==> src/rtl/spi_target_byte_port.sv <==
// SPI mode-0 target port: pins sampled on clk, received bytes on a valid/ready
// stream, MISO driven from a one-entry transmit holding register.
module spi_target_byte_port #(
    parameter int unsigned SYNC_STAGES = 2,
    parameter logic [7:0]  DEFAULT_TX  = 8'hFF
) (
    input  logic       clk,
    input  logic       rst_n,
    input  logic       spi_sck_i,
    input  logic       spi_cs_n_i,
    input  logic       spi_mosi_i,
    output logic       spi_miso_o,
    output logic       spi_miso_oe,
    output logic       rx_valid,
    input  logic       rx_ready,
    output logic [7:0] rx_data,
    input  logic       tx_valid,
    output logic       tx_ready,
    input  logic [7:0] tx_data,
    output logic       frame_active,
    output logic       frame_end,
    output logic       rx_overrun,
    output logic       tx_underrun,
    input  logic       status_clr
);

    logic [SYNC_STAGES-1:0] sck_sync_q, sck_sync_d;
    logic [SYNC_STAGES-1:0] cs_sync_q, cs_sync_d;
    logic [SYNC_STAGES-1:0] mosi_sync_q, mosi_sync_d;
    logic                   sck_hist_q, sck_hist_d;
    logic                   cs_hist_q, cs_hist_d;

    logic [7:0] rx_shift_q, rx_shift_d;
    logic [2:0] bit_cnt_q, bit_cnt_d;
    logic [7:0] rx_data_q, rx_data_d;
    logic       rx_valid_q, rx_valid_d;
    logic [7:0] tx_hold_q, tx_hold_d;
    logic       tx_full_q, tx_full_d;
    logic [7:0] tx_shift_q, tx_shift_d;
    logic       byte_done_q, byte_done_d;
    logic       miso_oe_q, miso_oe_d;
    logic       frame_end_q, frame_end_d;
    logic       rx_overrun_q, rx_overrun_d;
    logic       tx_underrun_q, tx_underrun_d;

    logic       sck_s, cs_s, mosi_s;
    logic       sck_rise, sck_fall, cs_fall, cs_rise, active;
    logic [7:0] rx_byte;
    logic       tx_load;

    assign sck_s    = sck_sync_q[SYNC_STAGES-1];
    assign cs_s     = cs_sync_q[SYNC_STAGES-1];
    assign mosi_s   = mosi_sync_q[SYNC_STAGES-1];
    assign sck_rise = sck_s & ~sck_hist_q;
    assign sck_fall = ~sck_s & sck_hist_q;
    assign cs_fall  = ~cs_s & cs_hist_q;
    assign cs_rise  = cs_s & ~cs_hist_q;
    assign active   = ~cs_s;
    assign rx_byte  = {rx_shift_q[6:0], mosi_s};

    always_comb begin
        sck_sync_d    = {sck_sync_q[SYNC_STAGES-2:0], spi_sck_i};
        cs_sync_d     = {cs_sync_q[SYNC_STAGES-2:0], spi_cs_n_i};
        mosi_sync_d   = {mosi_sync_q[SYNC_STAGES-2:0], spi_mosi_i};
        sck_hist_d    = sck_s;
        cs_hist_d     = cs_s;

        rx_shift_d    = rx_shift_q;
        bit_cnt_d     = bit_cnt_q;
        rx_data_d     = rx_data_q;
        rx_valid_d    = rx_valid_q & ~rx_ready;
        tx_hold_d     = tx_hold_q;
        tx_full_d     = tx_full_q;
        tx_shift_d    = tx_shift_q;
        byte_done_d   = byte_done_q;
        miso_oe_d     = miso_oe_q;
        frame_end_d   = cs_rise;
        rx_overrun_d  = rx_overrun_q & ~status_clr;
        tx_underrun_d = tx_underrun_q & ~status_clr;
        tx_load       = 1'b0;

        if (cs_fall) begin
            bit_cnt_d   = '0;
            miso_oe_d   = 1'b1;
            byte_done_d = 1'b0;
            tx_load     = 1'b1;
        end else if (cs_rise) begin
            // partial rx byte is simply abandoned; bit_cnt restart discards it
            bit_cnt_d   = '0;
            miso_oe_d   = 1'b0;
            byte_done_d = 1'b0;
        end else if (active) begin
            if (sck_rise) begin
                rx_shift_d  = rx_byte;
                bit_cnt_d   = bit_cnt_q + 3'd1;
                byte_done_d = (bit_cnt_q == 3'd7);
                if (bit_cnt_q == 3'd7) begin
                    if (!rx_valid_q || rx_ready) begin
                        rx_data_d  = rx_byte;
                        rx_valid_d = 1'b1;
                    end else begin
                        rx_overrun_d = 1'b1;
                    end
                end
            end else if (sck_fall) begin
                if (byte_done_q) begin
                    tx_load     = 1'b1;
                    byte_done_d = 1'b0;
                end else begin
                    tx_shift_d = {tx_shift_q[6:0], 1'b0};
                end
            end
        end

        if (tx_load) begin
            if (tx_full_q) begin
                tx_shift_d = tx_hold_q;
                tx_full_d  = 1'b0;
            end else begin
                tx_shift_d    = DEFAULT_TX;
                tx_underrun_d = 1'b1;
            end
        end

        // acceptance only happens while empty, so it never collides with a drain
        if (tx_valid && !tx_full_q) begin
            tx_hold_d = tx_data;
            tx_full_d = 1'b1;
        end
    end

    always_ff @(posedge clk or negedge rst_n) begin
        if (!rst_n) begin
            sck_sync_q    <= '0;
            cs_sync_q     <= '1;
            mosi_sync_q   <= '0;
            sck_hist_q    <= 1'b0;
            cs_hist_q     <= 1'b1;
            rx_shift_q    <= '0;
            bit_cnt_q     <= '0;
            rx_data_q     <= '0;
            rx_valid_q    <= 1'b0;
            tx_hold_q     <= '0;
            tx_full_q     <= 1'b0;
            tx_shift_q    <= DEFAULT_TX;
            byte_done_q   <= 1'b0;
            miso_oe_q     <= 1'b0;
            frame_end_q   <= 1'b0;
            rx_overrun_q  <= 1'b0;
            tx_underrun_q <= 1'b0;
        end else begin
            sck_sync_q    <= sck_sync_d;
            cs_sync_q     <= cs_sync_d;
            mosi_sync_q   <= mosi_sync_d;
            sck_hist_q    <= sck_hist_d;
            cs_hist_q     <= cs_hist_d;
            rx_shift_q    <= rx_shift_d;
            bit_cnt_q     <= bit_cnt_d;
            rx_data_q     <= rx_data_d;
            rx_valid_q    <= rx_valid_d;
            tx_hold_q     <= tx_hold_d;
            tx_full_q     <= tx_full_d;
            tx_shift_q    <= tx_shift_d;
            byte_done_q   <= byte_done_d;
            miso_oe_q     <= miso_oe_d;
            frame_end_q   <= frame_end_d;
            rx_overrun_q  <= rx_overrun_d;
            tx_underrun_q <= tx_underrun_d;
        end
    end

    assign spi_miso_o   = tx_shift_q[7];
    assign spi_miso_oe  = miso_oe_q;
    assign rx_valid     = rx_valid_q;
    assign rx_data      = rx_data_q;
    assign tx_ready     = ~tx_full_q;
    assign frame_active = active;
    assign frame_end    = frame_end_q;
    assign rx_overrun   = rx_overrun_q;
    assign tx_underrun  = tx_underrun_q;

endmodule

==> config.mk <==
export PLATFORM = sky130hd
export DESIGN_NAME = spi_target_byte_port
export DESIGN_NICKNAME = d
export VERILOG_FILES = /design/src/rtl/spi_target_byte_port.sv
export SDC_FILE = /design/constraint.sdc
export NUM_CORES = 1
export LEC_CHECK = 0
export BUFFER_PORTS_ARGS = -buffer_cell sky130_fd_sc_hd__buf_4
export CORE_MARGIN = 2
export CORE_UTILIZATION = 46
export CTS_CLUSTER_DIAMETER = 60
export DETAILED_ROUTE_END_ITERATION = 16
export HOLD_SLACK_MARGIN = 0.15
export PLACE_DENSITY = 0.67
export SLEW_MARGIN = 15
export SYNTH_ARGS = -nofsm -noshare
export SYNTH_HDL_FRONTEND = slang
export SYNTH_SLANG_ARGS = --single-unit
==> constraint.sdc <==
create_clock -name clk -period 3 [get_ports clk]
set_clock_uncertainty 0.2 [all_clocks]
set_input_delay 0.15 -clock clk [delete_from_list [all_inputs] [get_ports clk]]
set_output_delay 0.15 -clock clk [all_outputs]
set_load 0.05 [all_outputs]
==> results of run 1 <==
-- flip-flops by register name (all words and copies together) (netlist names), 2 cells and up --
name	flops
sck_sync_q	2
rx_data	8
cs_sync_q	2
tx_hold_q	8
rx_shift_q	7
bit_cnt_q	3
mosi_sync_q	2
tx_shift_q	8
-- logic make-up (layout without fill, tap and decap cells) --
logic type                 count (synthesis)  count (layout)  synth area share [%]
and+or+nand+nor                           59              59                 13.68
AOI/OAI and AO/OA                         20              20                 6.577
buffers and inverters                     17              64                 3.699
DFF                                       49              49                 58.19
adders and majority gates                  8               8                 4.698
muxes                                     25              25                 13.15
-- critical path, delay by kind of cell (launching register included) --
| family | cells | cell delay [ns] |
|---|---|---|
| buffers and inverters | 2 | 0.37 |
| multiplexers | 1 | 0.38 |
| adder cells (fa/ha/maj) | 1 | 0.35 |
| AND/OR/NAND/NOR | 2 | 0.61 |
| flip-flops | 1 | 0.63 |
-- power by group through the flow --
stage          logic [mW]  registers [mW]  clock network, mW
2_1_floorplan       0.241           0.940                  0
3_3_place_gp        0.353           0.919                  0
3_5_place_dp        0.367           0.930                  0
4_1_cts             0.383           0.916              0.406
5_1_grt             0.418           0.938              0.437
6_report            0.375           0.916              0.385
-- cell usage in the layout, fill, tap and decap left out, types with 2 or more instances in the layout --
master,netlist,final
sky130_fd_sc_hd__dfrtp_1,38,38
sky130_fd_sc_hd__buf_4,0,31
sky130_fd_sc_hd__nand2_1,24,24
sky130_fd_sc_hd__mux2_2,24,24
sky130_fd_sc_hd__nor2b_1,15,15
sky130_fd_sc_hd__dlygate4sd3_1,0,14
sky130_fd_sc_hd__dfstp_2,11,11
sky130_fd_sc_hd__inv_1,10,10
sky130_fd_sc_hd__nor3_1,8,8
sky130_fd_sc_hd__ha_1,8,8
sky130_fd_sc_hd__a211o_1,7,7
sky130_fd_sc_hd__clkbuf_8,0,6
sky130_fd_sc_hd__o21ai_0,5,5
sky130_fd_sc_hd__nor2_1,3,3
sky130_fd_sc_hd__nand3_1,3,3
sky130_fd_sc_hd__nand2b_1,2,2
sky130_fd_sc_hd__o22ai_1,2,2
sky130_fd_sc_hd__nand4_1,2,2
sky130_fd_sc_hd__a21oi_1,2,2
sky130_fd_sc_hd__clkbuf_1,4,2
-- through the flow --
step,hold slack (ns),cell area (µm²),cells,util [%]
2_1_floorplan,-0.3456,2131,178,-
3_3_place_gp,-0.01481,2391,255,54.17
3_5_place_dp,-0.001303,2391,255,54.17
4_1_cts,0.1570,2621,277,59.38
5_1_grt,0.1613,2621,277,59.38
6_report,0.1509,2621,277,59.38
-- area by class of cell --
class / count / area (µm²) / area share, %
Sequential cell: 49 / 1240 / 47.30
Multi-Input combinational cell: 112 / 812.0 / 30.98
Timing Repair Buffer: 45 / 372.9 / 14.22
Clock buffer: 8 / 90.09 / 3.437
Tap cell: 52 / 65.06 / 2.482
Inverter: 11 / 41.29 / 1.575
-- routing by layer --
metal / vias up / share of wire, % / GRT usage [%]
li1: 691 / - / -
met1: 674 / 42 / 19.23
met2: 32 / 51 / 30.28
met3: 12 / 3.9 / 5.139
met4: 0 / 2.8 / 9.015
met5: - / 0 / 0
-- path summary, 6_finish.rpt --
path | endpoint | slack, ns | cells after the start
max reg2reg | rx_data[4]$_DFFE_PN0P_ | 0.34 | 6
max in group asynchronous | mosi_sync_q[0]$_DFF_PN0_ | 1.98 | 2
min in group asynchronous | tx_hold_q[1]$_DFFE_PN0P_ | 0.21 | 2
min | mosi_sync_q[1]$_DFF_PN0_ | 0.15 | 0
max | rx_data[4]$_DFFE_PN0P_ | 0.34 | 6
min reg2reg | mosi_sync_q[1]$_DFF_PN0_ | 0.15 | 0
==> results.sh, run 1 <==
export IMPL_setup_viol=0
export IMPL_tritoncts_clock_tree="yes"
export IMPL_grt_overflow_total=0
export IMPL_half_perimeter_wire_length_after_placement_mm=2.907
export IMPL_required_ns=2.99
export IMPL_count_of_flip_flops_with_a_built_in_enable_after_synthesis=0
export IMPL_ant_nets=0
export IMPL_timing_critical_path_to_type="flip-flop"
export IMPL_drt_iter0_drc=38
export IMPL_synthesis_instances=178
export IMPL_clk_latency_ns=0.29
export IMPL_timing_worst_setup_path_type="flip-flop to flip-flop"
export IMPL_final_fill_count=367
export IMPL_insertedDiodeCount=0
export IMPL_post_synth_instance_area_um2=2131
export IMPL_dr_total_vias=1409
export IMPL_pin_count_of_the_biggest_net_entering_global_routing=50
export IMPL_timing_final_hold_violations=0
export IMPL_timing_fmax_mhz=376.3
export IMPL_p_total_mw=1.676
export IMPL_clock_tree_root_cell="sky130_fd_sc_hd__clkbuf_8"
export IMPL_grt_setup_unrepaired="false"
export IMPL_post_route_drc_count=0
export IMPL_numPortBuffers=31
export IMPL_arrival_time_at_the_worst_endpoint_ns=2.64
export IMPL_preCtsSetupSlack_ns=0.3566
export IMPL_synth_yosys_seq_area_share_pct=58.19
export IMPL_cts_hold_buffers_added=14
export IMPL_pwr_density_cell_nw_per_um2=639.5
export IMPL_synth_most_common_cell="sky130_fd_sc_hd__dfrtp_1"
export IMPL_final_critical_path_setup_slack_ns=0.3425
export IMPL_yosys_top_cells_area="sky130_fd_sc_hd__dfrtp_1, sky130_fd_sc_hd__dfstp_2, sky130_fd_sc_hd__mux2_2"
export IMPL_grt_pass1_wl_mm=6.913
export IMPL_numCtsBuffers=5
export IMPL_initial_utilization_pct=48.27
export IMPL_post_synth_num_cell_types=26
export IMPL_critical_path_slowest_cell="sky130_fd_sc_hd__dfstp_2"
export IMPL_die_height_um=72.06
export IMPL_holdCritStartpoint="mosi_sync_q[0]$_DFF_PN0_"
export IMPL_initial_drt_pass_iterations=4
export IMPL_leakage_nw=1.282
export IMPL_p_comb_share_pct=22.4
export IMPL_max_slew_worst_pin_slew_ns=0.7300
export IMPL_cts_reportedPaths_clkPinSlew_ns=0.08
export IMPL_grt_antenna_before_repair=0
export IMPL_worstPathMaxFanout=10
export IMPL_outcome="completed"
export IMPL_worstSetupStartpointType="flip-flop"
export IMPL_detail_route_wl_per_cell_um=14.08
export IMPL_layout_nets=248
export IMPL_gr_usage_all_layers_pct=17.42
export IMPL_crit_chain="inv_1 > ha_1 > nand3b_1 > clkinv_1 > nand3_1 > mux2_2"
export IMPL_clock_sinks=49
export IMPL_net_switching_power_mw=0.4687
export IMPL_hp_class="flip-flop to flip-flop"
export IMPL_synthesis_yosys_warnings=0
export IMPL_clk_path_buf_depth=2
export IMPL_power_frac_seq_pct=54.7
export IMPL_std_cell_rows=24
export IMPL_asyncSetResetFlopFracSynth_pct=100.0
export IMPL_max_cap_violations=0
export IMPL_die_area_um2=5193
export IMPL_placeableCoreArea_um2=4414
export IMPL_synthDominantAreaCellType="sky130_fd_sc_hd__dfrtp_1"
export IMPL_cts_max_level=2
export IMPL_vias_per_cell=5.087
export IMPL_grt_pass1_vias=1581
export IMPL_ys_flop_type="sky130_fd_sc_hd__dfrtp_1"
export IMPL_startpoint="cs_sync_q[1]$_DFF_PN1_"
export IMPL_timing_rr_start="cs_sync_q[1]$_DFF_PN1_"
export IMPL_weighted_congestion_at_the_end_of_routability_driven_global_placement=0.8267
export IMPL_p_int_mw=1.208
export IMPL_post_cts_resized=0
export IMPL_floorplan_die_width_um=72.06
export IMPL_yosysTopAreaCellShare_pct=44.63
export IMPL_post_route_cells_drive_above_1_share_pct=32.00
export IMPL_finalWorstPathRequiredPeriod_ns=2.657
export IMPL_report_final_slew_viol_count=0
export IMPL_period_share_pct=88.58
export IMPL_ir_drop_mv=0.3657
export IMPL_timing_slew_headroom_pct=51.23
export IMPL_synth_ff_latch_count=49
export IMPL_totalWireLength_mm=3.901
export IMPL_ys_top_cells_by_count="sky130_fd_sc_hd__dfrtp_1, sky130_fd_sc_hd__mux2_2, sky130_fd_sc_hd__nand2_1"
export IMPL_io_pins=32
export IMPL_switching_share_pct=27.96
export IMPL_power_frac_clock_pct=22.9
export IMPL_syn_area_per_cell_um2=11.97
export IMPL_cts_repair_timing_setup_buffer_count=0
export IMPL_area_growth_pct=23.02
export IMPL_tns_setup_ns=0
export IMPL_syn_num_nets=202
export IMPL_delay_of_the_slowest_critical_path_stage_ns=0.63
Note: power is estimated with default switching activity, not from simulation.
==> run 2: changes to the inputs <==
--- a/config.mk
+++ b/config.mk
@@ -7,11 +7,11 @@
 export LEC_CHECK = 0
 export BUFFER_PORTS_ARGS = -buffer_cell sky130_fd_sc_hd__buf_4
 export CORE_MARGIN = 2
-export CORE_UTILIZATION = 46
+export CORE_UTILIZATION = 56
 export CTS_CLUSTER_DIAMETER = 60
 export DETAILED_ROUTE_END_ITERATION = 16
 export HOLD_SLACK_MARGIN = 0.15
-export PLACE_DENSITY = 0.67
+export PLACE_DENSITY = 0.79
 export SLEW_MARGIN = 15
 export SYNTH_ARGS = -nofsm -noshare
 export SYNTH_HDL_FRONTEND = slang
==> run 2 against run 1 <==
Effect of this change: sequential share of layout area increased by 0.16 points; core utilization rose by 12 points; sequential cell count did not move; clock-buffer cell count fell by 3; design area shrank 0.33%; critical path depth is the same; hold slack improved by 0.0065 ns; via count is 2.8% higher; largest cell class unchanged.
==> results.sh, run 2 (synthesis results as in run 1) <==
export IMPL_outcome="completed"
export IMPL_timing_worst_setup_path_type="flip-flop to flip-flop"
export IMPL_vias_per_cell=5.308
export IMPL_numPortBuffers=31
export IMPL_grt_pass1_wl_mm=7.086
export IMPL_pwr_density_cell_nw_per_um2=644.7
export IMPL_totalWireLength_mm=4.216
export IMPL_post_route_cells_drive_above_1_share_pct=32.89
export IMPL_die_height_um=65.69
export IMPL_critical_path_buf_inv_count=2
export IMPL_grt_pass1_vias=1530
export IMPL_leakage_nw=1.280
export IMPL_weighted_congestion_at_the_end_of_routability_driven_global_placement=0.8025
export IMPL_tritoncts_clock_tree="yes"
export IMPL_finalWorstPathRequiredPeriod_ns=2.689
export IMPL_finalInstanceArea_um2=2613
export IMPL_placedInstanceArea_um2=2386
export IMPL_arrival_time_at_the_worst_endpoint_ns=2.68
export IMPL_period_share_pct=89.63
export IMPL_report_final_slew_viol_count=0
export IMPL_gr_usage_all_layers_pct=22.75
export IMPL_ir_drop_mv=0.5265
export IMPL_timing_slew_headroom_pct=50.92
export IMPL_die_area_um2=4315
export IMPL_layout_nets=248
export IMPL_critical_path_slowest_cell="sky130_fd_sc_hd__dfstp_2"
export IMPL_crit_chain="inv_1 > ha_1 > nand3b_1 > clkinv_1 > nand3_1 > mux2_2"
export IMPL_max_slew_worst_pin_slew_ns=0.7347
export IMPL_tns_setup_ns=0
export IMPL_grt_setup_unrepaired="false"
export IMPL_io_pins=32
export IMPL_worstSetupStartpointType="flip-flop"
export IMPL_dr_total_vias=1449
export IMPL_initial_drt_pass_iterations=4
export IMPL_grt_overflow_total=0
export IMPL_timing_final_hold_violations=0
export IMPL_pin_count_of_the_biggest_net_entering_global_routing=50
export IMPL_layout_common_cells="sky130_fd_sc_hd__dfrtp_1, sky130_fd_sc_hd__buf_4, sky130_fd_sc_hd__nand2_1, sky130_fd_sc_hd__mux2_2, sky130_fd_sc_hd__nor2b_1"
export IMPL_cts_hold_buffers_added=14
export IMPL_clk_path_buf_depth=2
export IMPL_timing_critical_path_to_type="flip-flop"
export IMPL_mostFrequentLayoutCell="sky130_fd_sc_hd__dfrtp_1"
export IMPL_delay_of_the_slowest_critical_path_stage_ns=0.64
export IMPL_drt_iter0_drc=73
export IMPL_clock_tree_root_cell="sky130_fd_sc_hd__clkbuf_8"
export IMPL_std_cell_rows=22
export IMPL_placeableCoreArea_um2=3661
export IMPL_post_route_drc_count=0
export IMPL_clock_sinks=49
export IMPL_numCtsBuffers=5
export IMPL_worstPathMaxFanout=10
export IMPL_insertedDiodeCount=0
export IMPL_fin_worst_hold_slack_ns=0.1574
export IMPL_max_cap_violations=0
export IMPL_area_growth_pct=22.61
export IMPL_setup_viol=0
export IMPL_cts_reportedPaths_clkPinSlew_ns=0.08
export IMPL_cpLargestDelayFamily="flip-flops"
export IMPL_required_ns=2.99
export IMPL_cts_repair_timing_setup_buffer_count=0
export IMPL_detail_route_wl_per_cell_um=15.44
export IMPL_initial_utilization_pct=58.20
export IMPL_cts_max_level=2
export IMPL_ant_nets=0
export IMPL_post_cts_resized=0
export IMPL_timing_fmax_mhz=371.9
export IMPL_hp_class="flip-flop to flip-flop"
export IMPL_clk_latency_ns=0.31
export IMPL_half_perimeter_wire_length_after_placement_mm=2.984
export IMPL_grt_antenna_before_repair=0
export IMPL_floorplan_die_width_um=65.69
==> run 2: power breakdown <==
group	leakage, nW	switching [mW]	internal (mW)
combinational	0.632	0.196	0.192
sequential	0.604	0.0911	0.829
clock	0.0439	0.216	0.161
total	1.28	0.503	1.18
==> run 2: cell type report <==
| cell class | count | area [µm²] |
|---|---|---|
| multi-input cells | 112 | 812.0 |
| clock inverters | 3 | 17.52 |
| fillers | 256 | 1049 |
| inverters | 11 | 41.29 |
| repair buffers | 45 | 372.9 |
| flip-flops and latches | 49 | 1240 |
| well taps | 48 | 60.06 |
| clock buffers | 5 | 68.82 |
==> run 2: worst paths after layout <==
path	start	end	slack, ns	depth (start not counted)
min in group asynchronous	rst_n	frame_end$_DFF_PN0_	0.20	2
worst min-delay path	sck_sync_q[0]$_DFF_PN0_	sck_sync_q[1]$_DFF_PN0_	0.16	0
worst max register to register	cs_sync_q[1]$_DFF_PN1_	rx_data[2]$_DFFE_PN0P_	0.31	6
max in group asynchronous	rst_n	tx_hold_q[6]$_DFFE_PN0P_	2.01	2
worst max-delay path	cs_sync_q[1]$_DFF_PN1_	rx_data[2]$_DFFE_PN0P_	0.31	6
worst min register to register	sck_sync_q[0]$_DFF_PN0_	sck_sync_q[1]$_DFF_PN0_	0.16	0
==> run 2: stage by stage <==
step | util [%] | setup slack (ns) | power [mW] | std cells
final | 71.36 | 0.3111 | 1.684 | 273
after global routing | 71.36 | 0.1448 | 1.784 | 273
after CTS | 71.36 | 0.3301 | 1.699 | 273
after detailed placement | 65.17 | 0.3530 | 1.311 | 251
after global placement | 65.17 | 0.5196 | 1.278 | 251
after floorplan | - | 0.3988 | 1.181 | 178
==> run 2: per-layer routing <==
layer  global-route usage, %  vias to the layer above  wire (µm)
li1                        -                      692          -
met1                   26.10                      712       1692
met2                   38.89                       36       2262
met3                   6.849                        9        161
met4                   10.42                        0         99
met5                       0                        -          0
==> run 3: changes to the inputs <==
--- a/config.mk
+++ b/config.mk
@@ -7,11 +7,12 @@
 export LEC_CHECK = 0
 export BUFFER_PORTS_ARGS = -buffer_cell sky130_fd_sc_hd__buf_4
 export CORE_MARGIN = 2
-export CORE_UTILIZATION = 56
+export CORE_UTILIZATION = 25
+export CTS_BUF_LIST = sky130_fd_sc_hd__clkbuf_8
 export CTS_CLUSTER_DIAMETER = 60
 export DETAILED_ROUTE_END_ITERATION = 16
 export HOLD_SLACK_MARGIN = 0.15
-export PLACE_DENSITY = 0.79
+export PLACE_DENSITY = 0.41
 export SLEW_MARGIN = 15
 export SYNTH_ARGS = -nofsm -noshare
 export SYNTH_HDL_FRONTEND = slang
==> constraint.sdc (replaced) <==
create_clock -name clk -period 2.8 [get_ports clk]
set_clock_uncertainty 0.2 [all_clocks]
set_input_delay 0.14 -clock clk [delete_from_list [all_inputs] [get_ports clk]]
set_output_delay 0.14 -clock clk [all_outputs]
set_load 0.05 [all_outputs]
==> run 3 against run 2 <==
Effect of this change: register-to-register slack improved by 0.04 ns; sequential power increased by 6.8%; first-iteration DRC count fell by 77%; largest power group unchanged.
==> results.sh, run 3 (synthesis results as in run 1) <==
export IMPL_outcome="completed"
export IMPL_report_final_slew_viol_count=0
export IMPL_max_cap_violations=0
export IMPL_crit_chain="ha_1 > or3b_1 > o21ba_1 > a211o_1 > mux2_2"
export IMPL_startpoint="sck_sync_q[1]$_DFF_PN0_"
export IMPL_pin_count_of_the_biggest_net_entering_global_routing=50
export IMPL_delay_of_the_slowest_critical_path_stage_ns=0.52
export IMPL_clk_latency_ns=0.31
export IMPL_timing_slew_headroom_pct=56.82
export IMPL_io_pins=32
export IMPL_period_share_pct=87.43
export IMPL_detail_route_wl_per_cell_um=13.14
export IMPL_timing_worst_setup_path_type="flip-flop to flip-flop"
export IMPL_initial_drt_pass_iterations=3
export IMPL_grt_overflow_total=0
export IMPL_ant_nets=0
export IMPL_weighted_congestion_at_the_end_of_routability_driven_global_placement=0.6572
export IMPL_numPortBuffers=31
export IMPL_placeableCoreArea_um2=8258
export IMPL_r2r_setup_slack_ns=0.35
export IMPL_max_slew_worst_pin_slew_ns=0.6476
export IMPL_p_int_mw=1.285
export IMPL_tritoncts_clock_tree="yes"
export IMPL_die_height_um=96.32
export IMPL_std_cell_rows=33
export IMPL_clock_tree_root_cell="sky130_fd_sc_hd__clkbuf_8"
export IMPL_clk_path_buf_depth=2
export IMPL_cts_repair_timing_setup_buffer_count=0
export IMPL_worstSetupStartpointType="flip-flop"
export IMPL_critical_path_slowest_cell="sky130_fd_sc_hd__or3b_1"
export IMPL_numCtsBuffers=5
export IMPL_hp_class="flip-flop to flip-flop"
export IMPL_grt_pass1_vias=1456
export IMPL_insertedDiodeCount=0
export IMPL_setup_viol=0
export IMPL_switching_share_pct=30.15
export IMPL_register_area_um2=1240
export IMPL_final_fill_count=861
export IMPL_p_comb_share_pct=22.3
export IMPL_totalWireLength_mm=4.415
export IMPL_die_area_um2=9278
export IMPL_clock_sinks=49
export IMPL_area_used_by_multi_input_combinational_logic_um2=812.0
export IMPL_arrival_time_at_the_worst_endpoint_ns=2.48
export IMPL_fin_worst_hold_slack_ns=0.1557
export IMPL_wl_met2_mm=1.972
export IMPL_cts_max_level=2
export IMPL_required_ns=2.83
export IMPL_grt_setup_unrepaired="false"
export IMPL_floorplan_die_width_um=96.32
export IMPL_post_route_drc_count=0
export IMPL_pwr_density_cell_nw_per_um2=670.7
export IMPL_half_perimeter_wire_length_after_placement_mm=2.952
export IMPL_power_frac_clock_pct=24.3
export IMPL_dr_total_vias=1398
export IMPL_placedInstanceArea_um2=2495
export IMPL_mostFrequentLayoutCell="sky130_fd_sc_hd__dfrtp_1"
export IMPL_vias_per_cell=4.161
export IMPL_worstPathMaxFanout=10
export IMPL_area_growth_pct=28.71
export IMPL_tns_setup_ns=0
export IMPL_holdCritStartpoint="mosi_sync_q[0]$_DFF_PN0_"
export IMPL_post_route_cells_drive_above_1_share_pct=34.20
export IMPL_finalInstanceArea_um2=2743
export IMPL_finalWorstPathRequiredPeriod_ns=2.448
export IMPL_timing_fmax_mhz=408.5
export IMPL_cts_reportedPaths_clkPinSlew_ns=0.10
export IMPL_net_switching_power_mw=0.5545
export IMPL_initial_utilization_pct=25.80
export IMPL_ir_drop_mv=0.1881
export IMPL_timing_critical_path_to_type="flip-flop"
export IMPL_drt_iter0_drc=17
export IMPL_layout_nets=254
export IMPL_timing_rr_start="sck_sync_q[1]$_DFF_PN0_"
export IMPL_grt_antenna_before_repair=0
export IMPL_wl_met3_um=146
export IMPL_timing_final_hold_violations=0
export IMPL_grt_pass1_wl_mm=7.376
export IMPL_leakage_nw=1.315
export IMPL_top_signal_layer_used="met4"
export IMPL_layout_common_cells="sky130_fd_sc_hd__dfrtp_1, sky130_fd_sc_hd__buf_4, sky130_fd_sc_hd__nand2_1, sky130_fd_sc_hd__mux2_2"
export IMPL_gr_usage_all_layers_pct=10.37
export IMPL_drt_met1_wl_mm=2.275
export IMPL_power_frac_seq_pct=53.4
-- run 3: worst paths after layout --
check	depth (start not counted)	to
min in group asynchronous	2	bit_cnt_q[0]$_DFFE_PN0P_
worst max register to register	5	tx_shift_q[5]$_DFFE_PN1P_
worst max-delay path	5	tx_shift_q[5]$_DFFE_PN1P_
worst min-delay path	0	mosi_sync_q[1]$_DFF_PN0_
worst min register to register	0	mosi_sync_q[1]$_DFF_PN0_
max in group asynchronous	2	sck_hist_q$_DFF_PN0_
-- run 3: power by group through the flow --
stage | registers, mW | logic [mW] | clock network [mW]
global route | 1.01 | 0.457 | 0.508
global placement | 0.998 | 0.400 | 0
finish | 0.983 | 0.410 | 0.447
detailed placement | 1.00 | 0.401 | 0
CTS | 0.987 | 0.420 | 0.475
floorplan | 1.01 | 0.258 | 0
-- run 3: per-layer routing --
layer | vias up | global-route usage (%)
met2 | 23 | 16.49
met5 | - | 0
li1 | 702 | -
met1 | 671 | 14.30
met3 | 2 | 2.428
met4 | 0 | 2.465
-- run 3: repair_timing --
| item | in CTS | in global routing |
|---|---|---|
| hold buffers | 15 | 0 |
| endpoints found under the hold margin | 64 | 0 |
| endpoints found under the setup margin | 0 | 0 |
| gates resized for setup | 0 | 0 |
-- run 3: layout make-up --
cell class | instances | share of cell area, %
flip-flops and latches | 49 | 45.21
well taps | 105 | 4.790
clock inverters | 3 | 1.049
inverters | 11 | 1.505
repair buffers | 51 | 15.33
multi-input cells | 112 | 29.61
clock buffers | 5 | 2.509
-- run 3: per-stage QoR --
stage	util, %	cells	worst slack [ns]	total power [mW]
after global routing	33.21	336	0.2048	1.972
after CTS	33.21	336	0.3513	1.882
after floorplan	-	178	0.1988	1.265
after global placement	30.21	313	0.4213	1.397
final	33.21	336	0.3520	1.839
after detailed placement	30.21	313	0.3736	1.401
-- run 3: worst max-delay path, delay by kind of cell (launching register included) --
family	cells	cell delay [ns]
simple gates	1	0.52
mux	1	0.26
fa+ha+maj	1	0.28
compound gates	2	0.70
flops	1	0.42
